$ cat config.mk
export PLATFORM = sky130hd
export DESIGN_NAME = decode_stage_pipe_flat
export DESIGN_NICKNAME = d
export VERILOG_FILES = /design/src/rtl/mips_ctrl_pkg.sv /design/src/rtl/decode_stage_pipe_if.sv /design/src/rtl/decode_comb.sv /design/src/rtl/decode_stage_pipe.sv /design/src/flat_wrapper.sv
export SDC_FILE = /design/constraint.sdc
export NUM_CORES = 1
export LEC_CHECK = 0
export ABC_AREA = 0
export CORE_MARGIN = 10
export CORE_UTILIZATION = 50
export DETAILED_ROUTE_END_ITERATION = 6
export PLACE_DENSITY = 0.92
export SYNTH_ARGS = -nofsm -noshare
export SYNTH_HDL_FRONTEND = slang
export SYNTH_SLANG_ARGS = --single-unit
export TNS_END_PERCENT = 5
$ cat constraint.sdc
create_clock -name clk -period 4.6 [get_ports clk]
set_input_delay 1.15 -clock clk [delete_from_list [all_inputs] [get_ports clk]]
set_output_delay 1.15 -clock clk [all_outputs]
set_load 0.05 [all_outputs]
$ cat src/rtl/mips_ctrl_pkg.sv
// Shared MIPS decode definitions: opcodes, funct codes, control-signal bit
// positions, ALU codes and the decoded-entry record passed to execute.
package mips_ctrl_pkg;

    // Primary opcodes (instr[31:26])
    localparam logic [5:0] OP_RTYPE = 6'h00;
    localparam logic [5:0] OP_J     = 6'h02;
    localparam logic [5:0] OP_BEQ   = 6'h04;
    localparam logic [5:0] OP_BNE   = 6'h05;
    localparam logic [5:0] OP_ADDI  = 6'h08;
    localparam logic [5:0] OP_ADDIU = 6'h09;
    localparam logic [5:0] OP_SLTI  = 6'h0A;
    localparam logic [5:0] OP_SLTIU = 6'h0B;
    localparam logic [5:0] OP_ANDI  = 6'h0C;
    localparam logic [5:0] OP_ORI   = 6'h0D;
    localparam logic [5:0] OP_LW    = 6'h23;
    localparam logic [5:0] OP_SW    = 6'h2B;

    // R-type funct codes accepted by execute
    localparam logic [5:0] FN_ADD  = 6'h20;
    localparam logic [5:0] FN_ADDU = 6'h21;
    localparam logic [5:0] FN_SUB  = 6'h22;
    localparam logic [5:0] FN_SUBU = 6'h23;
    localparam logic [5:0] FN_AND  = 6'h24;
    localparam logic [5:0] FN_OR   = 6'h25;
    localparam logic [5:0] FN_SLT  = 6'h2A;
    localparam logic [5:0] FN_SLTU = 6'h2B;

    // Bit positions inside the 8-bit signals vector
    localparam int SIG_ALUSRC   = 7;
    localparam int SIG_MEMTOREG = 6;
    localparam int SIG_REGWRITE = 5;
    localparam int SIG_MEMREAD  = 4;
    localparam int SIG_MEMWRITE = 3;
    localparam int SIG_BRANCH   = 2;
    localparam int SIG_EQ       = 1;
    localparam int SIG_GOTO     = 0;

    // ALU function codes (share encoding with R-type funct)
    localparam logic [5:0] ALU_NONE = 6'h00;
    localparam logic [5:0] ALU_ADD  = 6'h20;
    localparam logic [5:0] ALU_ADDU = 6'h21;
    localparam logic [5:0] ALU_SUB  = 6'h22;
    localparam logic [5:0] ALU_AND  = 6'h24;
    localparam logic [5:0] ALU_OR   = 6'h25;
    localparam logic [5:0] ALU_SLT  = 6'h2A;
    localparam logic [5:0] ALU_SLTU = 6'h2B;

    // One decoded instruction as held in the output buffer; the immediate
    // stays 16 bits plus an extension-kind flag and is widened at the output.
    typedef struct packed {
        logic        illegal;
        logic [7:0]  signals;
        logic [5:0]  aluctrl;
        logic [4:0]  rs;
        logic [4:0]  rt;
        logic [4:0]  dest;
        logic [15:0] imm;
        logic        imm_sext;
        logic [25:0] target;
    } dec_entry_t;

    localparam int DEC_W = $bits(dec_entry_t);

    // Occupancy of the output buffer
    typedef enum logic [1:0] {
        ST_EMPTY = 2'd0,
        ST_ONE   = 2'd1,
        ST_FULL  = 2'd2
    } buf_state_e;

    // True for R-type funct codes that execute implements
    function automatic logic funct_legal(input logic [5:0] funct);
        logic ok;
        case (funct)
            FN_ADD, FN_ADDU, FN_SUB, FN_SUBU,
            FN_AND, FN_OR, FN_SLT, FN_SLTU: ok = 1'b1;
            default:                        ok = 1'b0;
        endcase
        return ok;
    endfunction

endpackage

$ cat src/rtl/decode_stage_pipe_if.sv
// Fetch->execute handshake bundle for the decode stage.
// ILLEGAL_TRAP_EN adds out_illegal to the bundle.
interface decode_stage_pipe_if #(parameter int XLEN = 32);
    logic              in_valid;
    logic              in_ready;
    logic [31:0]       in_instr;
    logic              out_valid;
    logic              out_ready;
    logic [7:0]        out_signals;
    logic [5:0]        out_aluctrl;
    logic [4:0]        out_rs;
    logic [4:0]        out_rt;
    logic [4:0]        out_dest;
    logic [XLEN-1:0]   out_imm;
    logic [25:0]       out_target;
`ifdef ILLEGAL_TRAP_EN
    logic              out_illegal;

    modport master (
        output in_valid, in_instr, out_ready,
        input  in_ready, out_valid, out_signals, out_aluctrl, out_rs, out_rt,
               out_dest, out_imm, out_target, out_illegal
    );
    modport slave (
        input  in_valid, in_instr, out_ready,
        output in_ready, out_valid, out_signals, out_aluctrl, out_rs, out_rt,
               out_dest, out_imm, out_target, out_illegal
    );
`else
    modport master (
        output in_valid, in_instr, out_ready,
        input  in_ready, out_valid, out_signals, out_aluctrl, out_rs, out_rt,
               out_dest, out_imm, out_target
    );
    modport slave (
        input  in_valid, in_instr, out_ready,
        output in_ready, out_valid, out_signals, out_aluctrl, out_rs, out_rt,
               out_dest, out_imm, out_target
    );
`endif
endinterface

$ cat src/rtl/decode_comb.sv
// Pure combinational MIPS instruction decoder: instruction word -> decoded entry.
// ILLEGAL_TRAP_EN flags unknown opcodes / unsupported R-type functs.
module decode_comb
    import mips_ctrl_pkg::*;
(
    input  logic [31:0] instr,
    output dec_entry_t  entry
);

    // Field extraction plus opcode table lookup
    always_comb begin
        entry          = '0;
        entry.rs       = instr[25:21];
        entry.rt       = instr[20:16];
        entry.dest     = instr[20:16];
        entry.imm      = instr[15:0];
        entry.target   = instr[25:0];
        entry.imm_sext = 1'b0;
        case (instr[31:26])
            OP_RTYPE: begin
                entry.dest    = instr[15:11];
                entry.aluctrl = instr[5:0];
`ifdef ILLEGAL_TRAP_EN
                entry.illegal = ~funct_legal(instr[5:0]);
`endif
                if (entry.illegal) begin
                    entry.signals = 8'h00;
                end else if (instr[5]) begin
                    entry.signals = 8'h20;
                end else begin
                    entry.signals = 8'h00;
                end
            end
            OP_LW:    begin entry.signals = 8'hF0; entry.aluctrl = ALU_ADD;  entry.imm_sext = 1'b1; end
            OP_SW:    begin entry.signals = 8'h88; entry.aluctrl = ALU_ADD;  entry.imm_sext = 1'b1; end
            OP_BEQ:   begin entry.signals = 8'h06; entry.aluctrl = ALU_SUB;  entry.imm_sext = 1'b1; end
            OP_BNE:   begin entry.signals = 8'h04; entry.aluctrl = ALU_SUB;  entry.imm_sext = 1'b1; end
            OP_ADDI:  begin entry.signals = 8'hA0; entry.aluctrl = ALU_ADD;  entry.imm_sext = 1'b1; end
            OP_ADDIU: begin entry.signals = 8'hA0; entry.aluctrl = ALU_ADDU; entry.imm_sext = 1'b1; end
            OP_ANDI:  begin entry.signals = 8'hA0; entry.aluctrl = ALU_AND;  entry.imm_sext = 1'b0; end
            OP_ORI:   begin entry.signals = 8'hA0; entry.aluctrl = ALU_OR;   entry.imm_sext = 1'b0; end
            OP_SLTI:  begin entry.signals = 8'hA0; entry.aluctrl = ALU_SLT;  entry.imm_sext = 1'b1; end
            OP_SLTIU: begin entry.signals = 8'hA0; entry.aluctrl = ALU_SLTU; entry.imm_sext = 1'b1; end
            OP_J:     begin entry.signals = 8'h01; entry.aluctrl = ALU_NONE; entry.imm_sext = 1'b0; end
            default: begin
                entry.signals = 8'h00;
                entry.aluctrl = ALU_NONE;
`ifdef ILLEGAL_TRAP_EN
                entry.illegal = 1'b1;
`endif
            end
        endcase
    end

endmodule

$ cat src/rtl/decode_stage_pipe.sv
// Registered, flow-controlled MIPS decode stage with a 1- or 2-entry output
// buffer, flush, and a saturating back-pressure cycle counter.
// Optional feature macro: ILLEGAL_TRAP_EN (drives out_illegal).
module decode_stage_pipe
    import mips_ctrl_pkg::*;
#(
    parameter int XLEN  = 32,
    parameter int DEPTH = 2,
    parameter int CNT_W = 16
) (
    input  logic                 clk,
    input  logic                 rst,
    input  logic                 flush,
    decode_stage_pipe_if.slave   bus,
    output logic [CNT_W-1:0]     stall_cnt
);

    buf_state_e       state_q, state_d;
    dec_entry_t       head_q, head_d;
    dec_entry_t       tail_q, tail_d;
    logic [CNT_W-1:0] stall_q, stall_d;
    dec_entry_t       in_entry;
    logic             in_ready;
    logic             out_valid;
    logic             push;
    logic             pop;

    decode_comb u_decode (
        .instr (bus.in_instr),
        .entry (in_entry)
    );

    // Acceptance depends only on occupancy, never on out_ready
    always_comb begin
        in_ready = 1'b0;
        case (state_q)
            ST_EMPTY: in_ready = 1'b1;
            ST_ONE:   in_ready = (DEPTH == 2);
            ST_FULL:  in_ready = 1'b0;
            default:  in_ready = 1'b0;
        endcase
    end

    assign out_valid = (state_q != ST_EMPTY);
    assign push      = bus.in_valid && in_ready && !flush;
    assign pop       = out_valid && bus.out_ready && !flush;

    // Buffer occupancy FSM and entry movement; flush overrides push and pop
    always_comb begin
        state_d = state_q;
        head_d  = head_q;
        tail_d  = tail_q;
        if (flush) begin
            state_d = ST_EMPTY;
        end else begin
            case (state_q)
                ST_EMPTY: begin
                    if (push) begin
                        state_d = ST_ONE;
                        head_d  = in_entry;
                    end else begin
                        state_d = ST_EMPTY;
                    end
                end
                ST_ONE: begin
                    if (push && pop) begin
                        head_d = in_entry;
                    end else if (pop) begin
                        state_d = ST_EMPTY;
                    end else if (push) begin
                        state_d = ST_FULL;
                        tail_d  = in_entry;
                    end else begin
                        state_d = ST_ONE;
                    end
                end
                ST_FULL: begin
                    if (pop) begin
                        state_d = ST_ONE;
                        head_d  = tail_q;
                    end else begin
                        state_d = ST_FULL;
                    end
                end
                default: state_d = ST_EMPTY;
            endcase
        end
    end

    // Saturating count of cycles where the head is offered but not taken
    always_comb begin
        stall_d = stall_q;
        if (out_valid && !bus.out_ready && (stall_q != {CNT_W{1'b1}})) begin
            stall_d = stall_q + CNT_W'(1);
        end else begin
            stall_d = stall_q;
        end
    end

    // State, buffer and counter registers
    always_ff @(posedge clk or posedge rst) begin
        if (rst) begin
            state_q <= ST_EMPTY;
            head_q  <= '0;
            tail_q  <= '0;
            stall_q <= '0;
        end else begin
            state_q <= state_d;
            head_q  <= head_d;
            tail_q  <= tail_d;
            stall_q <= stall_d;
        end
    end

    assign bus.in_ready    = in_ready;
    assign bus.out_valid   = out_valid;
    assign bus.out_signals = head_q.signals;
    assign bus.out_aluctrl = head_q.aluctrl;
    assign bus.out_rs      = head_q.rs;
    assign bus.out_rt      = head_q.rt;
    assign bus.out_dest    = head_q.dest;
    assign bus.out_target  = head_q.target;
    assign bus.out_imm     = head_q.imm_sext ? XLEN'($signed(head_q.imm)) : XLEN'(head_q.imm);
    assign stall_cnt       = stall_q;
`ifdef ILLEGAL_TRAP_EN
    assign bus.out_illegal = head_q.illegal;
`else
    logic illegal_unused;
    assign illegal_unused = head_q.illegal;
`endif

endmodule

$ cat src/flat_wrapper.sv
// flat-port wrapper written by rule: the top's interface ports become plain ports
module decode_stage_pipe_flat import mips_ctrl_pkg::*;
#(
    parameter int XLEN  = 32,
    parameter int DEPTH = 2,
    parameter int CNT_W = 16
)
  (clk, rst, flush, stall_cnt, bus_in_valid, bus_in_instr, bus_out_ready, bus_in_ready, bus_out_valid, bus_out_signals, bus_out_aluctrl, bus_out_rs, bus_out_rt, bus_out_dest, bus_out_imm, bus_out_target);
  decode_stage_pipe_if #(.XLEN(XLEN)) bus_i ();
  input  logic clk;
  input  logic rst;
  input  logic flush;
  output logic [CNT_W-1:0] stall_cnt;
  input wire logic [$bits(bus_i.in_valid)-1:0] bus_in_valid;
  input wire logic [$bits(bus_i.in_instr)-1:0] bus_in_instr;
  input wire logic [$bits(bus_i.out_ready)-1:0] bus_out_ready;
  output wire logic [$bits(bus_i.in_ready)-1:0] bus_in_ready;
  output wire logic [$bits(bus_i.out_valid)-1:0] bus_out_valid;
  output wire logic [$bits(bus_i.out_signals)-1:0] bus_out_signals;
  output wire logic [$bits(bus_i.out_aluctrl)-1:0] bus_out_aluctrl;
  output wire logic [$bits(bus_i.out_rs)-1:0] bus_out_rs;
  output wire logic [$bits(bus_i.out_rt)-1:0] bus_out_rt;
  output wire logic [$bits(bus_i.out_dest)-1:0] bus_out_dest;
  output wire logic [$bits(bus_i.out_imm)-1:0] bus_out_imm;
  output wire logic [$bits(bus_i.out_target)-1:0] bus_out_target;
  assign bus_i.in_valid = bus_in_valid;
  assign bus_i.in_instr = bus_in_instr;
  assign bus_i.out_ready = bus_out_ready;
  assign bus_in_ready = bus_i.in_ready;
  assign bus_out_valid = bus_i.out_valid;
  assign bus_out_signals = bus_i.out_signals;
  assign bus_out_aluctrl = bus_i.out_aluctrl;
  assign bus_out_rs = bus_i.out_rs;
  assign bus_out_rt = bus_i.out_rt;
  assign bus_out_dest = bus_i.out_dest;
  assign bus_out_imm = bus_i.out_imm;
  assign bus_out_target = bus_i.out_target;
  decode_stage_pipe #(.XLEN(XLEN), .DEPTH(DEPTH), .CNT_W(CNT_W)) u_core (.clk(clk), .rst(rst), .flush(flush), .bus(bus_i), .stall_cnt(stall_cnt));
endmodule
== Word level (Yosys, flattened, before mapping) ==
Index checks and enable logic that the tools add are counted.
Storage, ports and cells
  bits in registers: 162
  latch bits: 0
  RAM bits: 0
  bits in read-only memories: 0
  output and inout port bits: 105
  word-level logic and storage cells: 74
  memories kept: 0
Operators by class
  add/subtract/negate cells: 1
  multipliers: 0
  div/mod/pow operators: 0
  magnitude comparators: 0
  equality and inequality tests: 18
  shifts and indexed selects: 0
  multiplexer cells: 17
  bitwise operators: 3
  reductions and logical operators: 17
Operators by type and width (number)
  $mux W72: 3
  $pmux W72 S3: 1
  $pmux W14 S12: 1
  $eq A6 B4 Y1 const B: 6
  $mux W32: 1
  $add A16 B1 Y16 const B: 1
  $ne A16 B16 Y1 const B: 1
  $eq A6 B3 Y1 const B: 2
  $eq A6 B6 Y1 const B: 2
  $mux W2: 5
  $reduce_and A5 Y1: 2
  $reduce_or A8 Y1: 1
  $logic_and A1 B1 Y1: 7
  $eq A6 B2 Y1 const B: 1
  $logic_not A6 Y1: 1
  $mux W6: 1
  $ne A2 B1 Y1 const B: 3
  $pmux W2 S3: 1
  $mux W5: 1
  $mux W1: 3
  $ne A3 B3 Y1 const B: 1
  $not A1 Y1: 3
  $reduce_bool A3 Y1: 1
  $eq A2 B1 Y1 const B: 1
  other kinds (5): 6

== Logic depth before layout (Yosys ltp) ==
Gate-level depths: netlist of run 1.
  word-level depth: 10
  depth in mapped cells: 7

== Modules after synthesis ==
From an unflattened synthesis of run 1, not the netlist that was laid out.
Unflattened totals
  cell total of the unflattened synthesis: 670
  area, all modules: 8553.2 µm²
Modules (own cells, without submodules)
  decode_stage_pipe: times used 1, cells each 563, area each 7781.2 µm²
  decode_comb: times used 1, cells each 107, area each 772.0 µm²

== Least setup slack after synthesis of run 1 ==
Ideal clock, no wire load.
  kind: register to output
  from: register u_core.bus.out_target[15] (netlist name)
  to: output port bus_out_imm[17]
  data arrival time: 1353 ps
  slack: 2097 ps
  cell stages (with the launch flop): 3
  buffers on the path: 1
  cell sequence: dfrtp_1 -> and2_1 -> buf_4
RTL lines
  to (decl): line flat_wrapper.sv:24  | output wire logic [$bits(bus_i.out_imm)-1:0] bus_out_imm;

==> flow_summary.toml, run 1 <==
[cts]
cts_buffers = 9
cts_resized = 0
cts_num_sinks = 108
holdBufCountCts = 0
postCtsSetupBuffers = 0
clkTransAtPathRegs_ns = 0.07
root_buffer = "clkbuf_16"
clk-insertion-delay-late_ns = 0.35
cts_buffer_depth = 2
htree_num_levels = 3
cts_tree = "built"

[global_route]
grt.busiest_layer = "met2"
gr-usage-met3_pct = 4.715
grt_use_met1_pct = 19.37
gr-usage-all-layers_pct = 16.68
antenna_found_initial = 0
grtUsageMet2_pct = 28.86
first_global_vias = 4301
grt_start_max_net_pins = 55
grt_pass1_wl_mm = 22.41
grt-ovfl-total = 0

[floorplanning]
start_util_pct = 50.98
die-area_mm2 = 0.01636
io_pins = 142
design.core.area_mm2 = 0.01142
die_w_um = 127.9
std_cell_rows = 39
fp.dieH_um = 127.9

[routing]
drtAntennaViolNets = 0
drt_pass1_iterations = 4
vias_per_cell = 5.552
wl_per_cell_um = 18.64
drtIter0Drc = 235
via_count = 4186
drt-total-wl_mm = 14.05
drc_errors = 0

[place]
dp.cells = 738
dpl.hpwl_mm = 10.28
place_congestion = 0.8570
io_buffer_count = 141
place_area_mm2 = 0.006666

[timing]
hold_viol = 0
whs_ns = 0.4811
setup-violations-final = 0
slew_viol_final = 0
fmax_mhz = 307.6
max_slew_margin_pct = 37.08
fin_skew_ns = 0.007008
setup_tns_ns = 0
post-route-min-period_ns = 3.251
max_slew.worst_pin.slew_ns = 0.9438
fin_crit_sh_pct = 70.67
rsz0062_at_grt = "no"

[hold_path]
hold_depth = 1
hold_start = "u_core.tail_q[69]"
min_to = "u_core.tail_q[69]"
hp-class = "flop to flop"

[cells_and_area]
most-common-layout-cells = "clkdlybuf4s50_1, dfrtp_1, o21ai_0"
final_nets = 644
areaGrowthSynthToFinish_pct = 19.86
diodes = 0
regArea_mm2 = 0.002703
fillers = 938
final_common_cell = "clkdlybuf4s50_1"
drive_gt1_share_pct = 13.09
stdcell_area_mm2 = 0.006977
multiInputGateArea_mm2 = 0.002296
instances_no_fill = 754

[synthesis]
syn_area_per_cell_um2 = 10.30
synth-simple-area-share_pct = 11.41
muxShareOfSynthArea_pct = 12.38
synth-xor-area-share_pct = 1.505
synth_top_family_by_area = "buffers and inverters"
synthAdderAreaFrac_pct = 0.2150
synthesis.area_mm2 = 0.005821
synthDistinctLibCells = 59
ys.flop_type = "dfrtp_1"
synthArstFlopShare_pct = 100.0
synth-seq-area-share_pct = 46.43
synthCells = 565
ys_ff_latch = 108
synth_compound_area_share_pct = 13.80
yosysWarnings = 0
syn_nets = 603
synth-edff-count = 0

[critical_path]
startpoint = "u_core.bus.out_target[15]"
cp_top_family = "buffers and inverters"
rr_worst_depth = 4
worst-path-buf-inv = 1
crit_chain = "and2_1 > clkdlybuf4s50_1"
r2r_end = "u_core.bus.out_aluctrl[4]"
cp.required_ns = 3.45
crit_path_start_kind = "flop"
path_class = "flop to output pin"
crit_fanout = 16
reg2reg_from = "u_core.state_q[1]"
max_stage_delay_ns = 0.90
arrival_ns = 2.10
r2r_slack_ns = 2.28
slowest_stage = "clkdlybuf4s50_1"
cp-end-kind = "output pin"

[power]
ir_worst_vdd_mv = 0.4961
power_density_mw_per_mm2 = 442.8
power_uw = 3089
p_leak_uw = 0.002935

[job]
drv_cap = 0

[run_status]
status = "finished clean"
[worst max path at each step]
stage	end	slack, ns	cells after the start
global route	bus_out_imm[17]	1.25	2
finish	bus_out_imm[22]	1.35	2
floorplan	u_core.bus.out_aluctrl[0]	0.60	1
detailed placement	u_core.bus.out_signals[5]	1.20	5
CTS	bus_out_imm[21]	1.32	2
global placement	u_core.bus.out_signals[0]	1.31	5
[sequential cells by signal, summed over array words and instances, names as in the netlist]
signal                  count
u_core.stall_cnt           16
u_core.head_q               1
u_core.bus.out_rs           1
u_core.state_q              2
u_core.bus.out_aluctrl      6
u_core.bus.out_dest         5
u_core.bus.out_target      25
u_core.bus.out_signals      7
u_core.tail_q              45
[report_power, final]
part / total [uW] / internal, uW / switching, uW / leakage, uW
clock network: 799 / 432 / 367 / 0.000146
registers: 1240 / 1110 / 124 / 0.00139
logic: 1050 / 368 / 685 / 0.00140
total: 3090 / 1910 / 1180 / 0.00294
[Yosys cell counts, drive strengths merged, types with 4 or more instances]
library cell / count / area share (%)
a211oi: 6 / 0.77
and3: 7 / 0.75
clkbuf: 16 / 1.0
xor2: 5 / 0.75
xnor2: 5 / 0.75
buf: 101 / 13
mux2: 40 / 7.7
nand3: 9 / 0.86
nor4: 6 / 0.75
dfrtp: 108 / 46
mux2i: 27 / 4.6
nor3: 6 / 0.69
o31ai: 13 / 1.8
nand2: 39 / 2.6
o211ai: 4 / 0.52
inv: 8 / 0.52
or2: 4 / 0.43
nand4: 6 / 0.64
a21oi: 17 / 1.5
nor2b: 8 / 0.99
o21ai: 75 / 6.4
nor2: 18 / 1.2
[logic make-up after synthesis]
group | Yosys count
compound gates | 134
xor+xnor | 10
fa+ha+maj | 1
buf+inv | 125
mux | 67
flops | 108
simple gates | 120
[cell type report]
type / count / share of cell area, %
repair buffers: 147 / 20.88
multi-input cells: 332 / 32.91
well taps: 143 / 2.565
inverters: 8 / 0.4663
flip-flops and latches: 108 / 38.74
clock buffers: 9 / 3.228
clock inverters: 7 / 1.220
[per-stage QoR]
step / setup WS, ns / utilization, %
6_report: 1.349 / 61.10
2_1_floorplan: 0.6044 / -
5_1_grt: 1.254 / 61.10
3_3_place_gp: 1.306 / 58.38
4_1_cts: 1.321 / 61.10
3_5_place_dp: 1.195 / 58.38
[per-layer routing]
metal  vias up  part of all wire (%)
li1       1995                     -
met5         -                     0
met2       109                    50
met4         0                   1.6
met1      2065                    42
met3        17                   6.5
Power figures use the tool's default switching activity.
==> run 2: changes to the inputs <==
--- a/config.mk
+++ b/config.mk
@@ -7,9 +7,9 @@
 export LEC_CHECK = 0
 export ABC_AREA = 0
 export CORE_MARGIN = 10
-export CORE_UTILIZATION = 50
+export CORE_UTILIZATION = 45
 export DETAILED_ROUTE_END_ITERATION = 6
-export PLACE_DENSITY = 0.92
+export PLACE_DENSITY = 0.88
 export SYNTH_ARGS = -nofsm -noshare
 export SYNTH_HDL_FRONTEND = slang
 export SYNTH_SLANG_ARGS = --single-unit
==> constraint.sdc (replaced) <==
create_clock -name clk -period 2.8 [get_ports clk]
set_input_delay 0.7 -clock clk [delete_from_list [all_inputs] [get_ports clk]]
set_output_delay 0.7 -clock clk [all_outputs]
set_load 0.05 [all_outputs]
==> flow_summary.toml, run 2 (synthesis results as in run 1) <==
[cts]
clk-insertion-delay-late_ns = 0.35
cts_buffers = 9
clkTransAtPathRegs_ns = 0.08
root_buffer = "clkbuf_16"
cts_num_sinks = 108
holdBufCountCts = 0
htree_num_levels = 3
cts_buffer_depth = 2
cts_tree = "built"

[critical_path]
crit_path_start_kind = "flop"
rr_worst_depth = 6
r2r_end = "u_core.bus.out_aluctrl[4]"
crit_fanout = 16
r2r_slack_ns = 0.81
cp-end-kind = "output pin"
cp.required_ns = 2.10
arrival_ns = 2.03
reg2reg_from = "u_core.state_q[1]"
path_class = "flop to output pin"

[floorplanning]
io_pins = 142
start_util_pct = 46.12
std_cell_rows = 41
fp.dieH_um = 133.7
die_w_um = 133.7
die-area_mm2 = 0.01788
design.core.area_mm2 = 0.01262

[cells_and_area]
drive_gt1_share_pct = 14.49
areaGrowthSynthToFinish_pct = 22.36
post-route-util_pct = 56.43
final_nets = 654
final_common_cell = "clkdlybuf4s50_1"
diodes = 0
stdcell_area_mm2 = 0.007122
largest_register_ffs = 45
most-common-layout-cells = "clkdlybuf4s50_1, dfrtp_1, o21ai_0"
largest-register = "u_core.tail_q"

[place]
place_congestion = 0.8437
place_area_mm2 = 0.006804
dpl.hpwl_mm = 10.46
io_buffer_count = 141

[routing]
drc_errors = 0
via_count = 4286
drt_pass1_iterations = 5
vias_per_cell = 5.405
drtIter0Drc = 373
drtAntennaViolNets = 0
wl_per_cell_um = 18.42
drt-total-wl_mm = 14.61

[hold_path]
hold_start = "u_core.tail_q[58]"
hp-class = "flop to flop"
min_to = "u_core.tail_q[58]"
hold_depth = 2

[timing]
rsz0062_at_grt = "no"
fin_crit_sh_pct = 97.62
setup-violations-final = 0
fmax_mhz = 365.9
hold_viol = 0
fin_skew_ns = 0.008400
whs_ns = 0.4821
setup_tns_ns = 0
max_slew_margin_pct = 34.76
max_slew.worst_pin.slew_ns = 0.9785
post-route-min-period_ns = 2.733
slew_viol_final = 0

[power]
p_leak_uw = 0.003113
power_uw = 5049
power_density_mw_per_mm2 = 708.9
ir_worst_vdd_mv = 0.4064

[global_route]
antenna_found_initial = 0
grt-ovfl-total = 0
grt_pass1_wl_mm = 23.31
gr-usage-all-layers_pct = 15.93
first_global_vias = 4422
grt_start_max_net_pins = 109

[job]
drv_cap = 0

[run_status]
status = "finished clean"
-- run 2: cell count changes in the layout (fill, tap and decap cells not counted), sizes merged --
cell,before,now
clkdlybuf4s50,141,134
buf,6,16
inv,10,9
clkinvlp,2,4
dlymetal6s2s,0,7
clkinv,2,1
-- run 2: metal layers --
layer	up-vias	routed length [um]	part of all wire (%)	track usage, %
met1	2127	6164	42	18.78
met5	-	0	0	0
met3	14	1130	7.7	5.338
met4	0	168	1.2	4.958
li1	2011	-	-	-
met2	134	7144	49	26.79
-- run 2: final cells by class --
cell class,count,area [um^2]
fill,1113,5498
sequential,108,2703
multi-input combinational,332,2296
timing repair buffer,157,1574
clock buffer,9,225.2
tap,172,215.2
clock inverter,7,75.07
inverter,8,33.78
-- run 2: critical path, cell delays in order (launching register included) --
cell and delay (ns):
dfrtp_1 0.36, and2_1 0.41, clkdlybuf4s50_1 0.91
-- run 2: how the worst max path moves through the flow --
stage / startpoint / end / slack, ns
floorplan: u_core.bus.out_target[15] / bus_out_imm[17] / 0.75
global route: u_core.bus.out_target[15] / bus_out_imm[29] / 0.003
finish: u_core.bus.out_target[15] / bus_out_imm[29] / 0.07
CTS: u_core.head_q[26] / bus_out_imm[17] / 0.02
global placement: bus_in_instr[30] / u_core.bus.out_aluctrl[4] / 0.31
detailed placement: bus_in_instr[30] / u_core.bus.out_dest[3] / 0.23
-- run 2: power breakdown --
part | internal (uW) | switching, uW | leakage, uW | total [uW]
Sequential | 1830 | 190 | 0.00139 | 2020
Clock | 698 | 579 | 0.000138 | 1280
Combinational | 618 | 1140 | 0.00159 | 1750
Total | 3140 | 1900 | 0.00311 | 5050
-- run 2: what timing repair did --
item                       4_1_cts  5_1_grt
resized for setup                0        7
setup buffers                    0        0
setup endpoints to repair        0       16
-- run 2: stage by stage --
step	setup WS (ns)	std cells
2_1_floorplan	0.7475	565
3_3_place_gp	0.3109	777
3_5_place_dp	0.2320	777
4_1_cts	0.02214	793
5_1_grt	0.003297	793
6_report	0.06667	793
==> run 3: changes to the inputs <==
--- a/config.mk
+++ b/config.mk
@@ -7,9 +7,9 @@
 export LEC_CHECK = 0
 export ABC_AREA = 0
 export CORE_MARGIN = 10
-export CORE_UTILIZATION = 45
+export CORE_UTILIZATION = 25
 export DETAILED_ROUTE_END_ITERATION = 6
-export PLACE_DENSITY = 0.88
+export PLACE_DENSITY = 0.59
 export SYNTH_ARGS = -nofsm -noshare
 export SYNTH_HDL_FRONTEND = slang
 export SYNTH_SLANG_ARGS = --single-unit
==> flow_summary.toml, run 3 (synthesis results as in run 1) <==
[cts]
cts_buffer_depth = 2
cts_buffers = 9
holdBufCountCts = 0
cts_tree = "built"
clk-insertion-delay-late_ns = 0.36
htree_num_levels = 3
clkTransAtPathRegs_ns = 0.08
root_buffer = "clkbuf_16"
cts_num_sinks = 108

[routing]
via_count = 4233
drtIter0Drc = 345
drt_pass1_iterations = 4
drt-total-wl_mm = 15.91
drc_errors = 0
wl_per_cell_um = 16.96
drtAntennaViolNets = 0
vias_per_cell = 4.513

[critical_path]
startpoint = "u_core.state_q[1]"
path_class = "flop to output pin"
crit_fanout = 5
r2r_slack_ns = 0.79
arrival_ns = 1.85
crit_path_start_kind = "flop"
crit_chain = "or2_2 > clkdlybuf4s50_1"
slowest_stage = "clkdlybuf4s50_1"
reg2reg_from = "u_core.state_q[1]"
rr_worst_depth = 6
cp-end-kind = "output pin"
r2r_end = "u_core.bus.out_aluctrl[5]"
endpoint = "bus_out_valid"
max_stage_delay_ns = 0.72
cp.required_ns = 2.10

[cells_and_area]
fillers = 2337
largest_register_ffs = 45
most-common-layout-cells = "clkdlybuf4s50_1, dfrtp_1, o21ai_0"
areaGrowthSynthToFinish_pct = 25.58
final_common_cell = "clkdlybuf4s50_1"
diodes = 0
largest-register = "u_core.tail_q"
final_nets = 658
drive_gt1_share_pct = 15.20
stdcell_area_mm2 = 0.007310

[hold_path]
hp-class = "flop to flop"

[power]
power_density_mw_per_mm2 = 685.7
ir_worst_vdd_mv = 0.2951
p_leak_uw = 0.003207

[place]
io_buffer_count = 141
dpl.hpwl_mm = 11.61
place_congestion = 0.8213
place_area_mm2 = 0.007005

[floorplanning]
fp.dieH_um = 172.6
die-area_mm2 = 0.02979
start_util_pct = 25.55
design.core.area_mm2 = 0.02278
die_w_um = 172.6
io_pins = 142
std_cell_rows = 55

[timing]
slew_viol_final = 0
fin_skew_ns = 0.004519
rsz0062_at_grt = "no"
setup-violations-final = 0
fin_crit_sh_pct = 91.21
setup_tns_ns = 0
fmax_mhz = 391.6
max_slew.worst_pin.slew_ns = 0.5798
post-route-min-period_ns = 2.554
hold_viol = 0
max_slew_margin_pct = 60.99

[global_route]
gr-usage-all-layers_pct = 10.62
first_global_vias = 4325
grt-ovfl-total = 0
grt_pass1_wl_mm = 25.51
grt_start_max_net_pins = 66
antenna_found_initial = 0

[run_status]
status = "finished clean"

[job]
drv_cap = 0
==> run 3: changes by cell type in the layout (fill, tap and decap cells not counted), moves of 3 or more <==
cell             delta
clkdlybuf4s50_1    -10
dlygate4sd2_1       +6
buf_4               +4
clkinv_4            +3
dlymetal6s2s_1      +3
==> run 3: what timing repair did <==
action                                  in CTS  in global routing
endpoints found under the setup margin      16                 10
resized for setup                            6                 10
setup buffers                                0                  0
endpoints found under the hold margin        0                  0
==> run 3: metrics by stage <==
stage	instances	hold slack, ns	util, %	setup WS (ns)	total power [uW]
2_1_floorplan	565	0.4431	-	0.7475	3405
3_3_place_gp	922	0.4595	30.76	0.1946	3793
3_5_place_dp	922	0.4682	30.76	0.2327	3820
4_1_cts	938	0.4859	31.98	0.001647	5096
5_1_grt	938	0.5176	32.09	0.2009	5284
6_report	938	0.4861	32.09	0.2462	5012
==> run 3: how the worst min path moves through the flow <==
stage / start / endpoint / slack [ns] / depth (start not counted)
finish: u_core.tail_q[43] / u_core.tail_q[43] / 0.49 / 2
global route: u_core.tail_q[34] / u_core.tail_q[34] / 0.52 / 1
CTS: u_core.tail_q[65] / u_core.tail_q[65] / 0.49 / 2
detailed placement: u_core.tail_q[65] / u_core.tail_q[65] / 0.47 / 2
global placement: u_core.tail_q[26] / u_core.tail_q[26] / 0.46 / 2
floorplan: u_core.tail_q[61] / u_core.tail_q[61] / 0.44 / 2
==> run 3: cell type report <==
cell class              count  area, um^2  share of cell area [%]
well taps                 313       391.6                   5.358
clock inverters             7       61.31                  0.8388
clock buffers               9       225.2                   3.081
repair buffers            161        1599                   21.88
multi-input cells         332        2296                   31.41
flip-flops and latches    108        2703                   36.97
inverters                   8       33.78                  0.4622
==> run 3: power by group <==
group	switching [uW]	total, uW	internal [uW]
logic	1130	1740	613
registers	188	2020	1830
clock network	639	1260	619
==> run 3: critical path: cells and delay by family (launching register included) <==
kind          cells  cell delay, ns
flops             1            0.45
buf+inv           1            0.72
simple gates      1            0.32
==> run 3: layer usage <==
| layer | part of all wire [%] | vias up | track usage (%) |
|---|---|---|---|
| met5 | 0 | - | 0 |
| met4 | 0.93 | 0 | 3.190 |
| met3 | 5.2 | 12 | 2.875 |
| met2 | 48 | 96 | 17.22 |
| met1 | 46 | 2098 | 13.48 |
| li1 | - | 2027 | - |
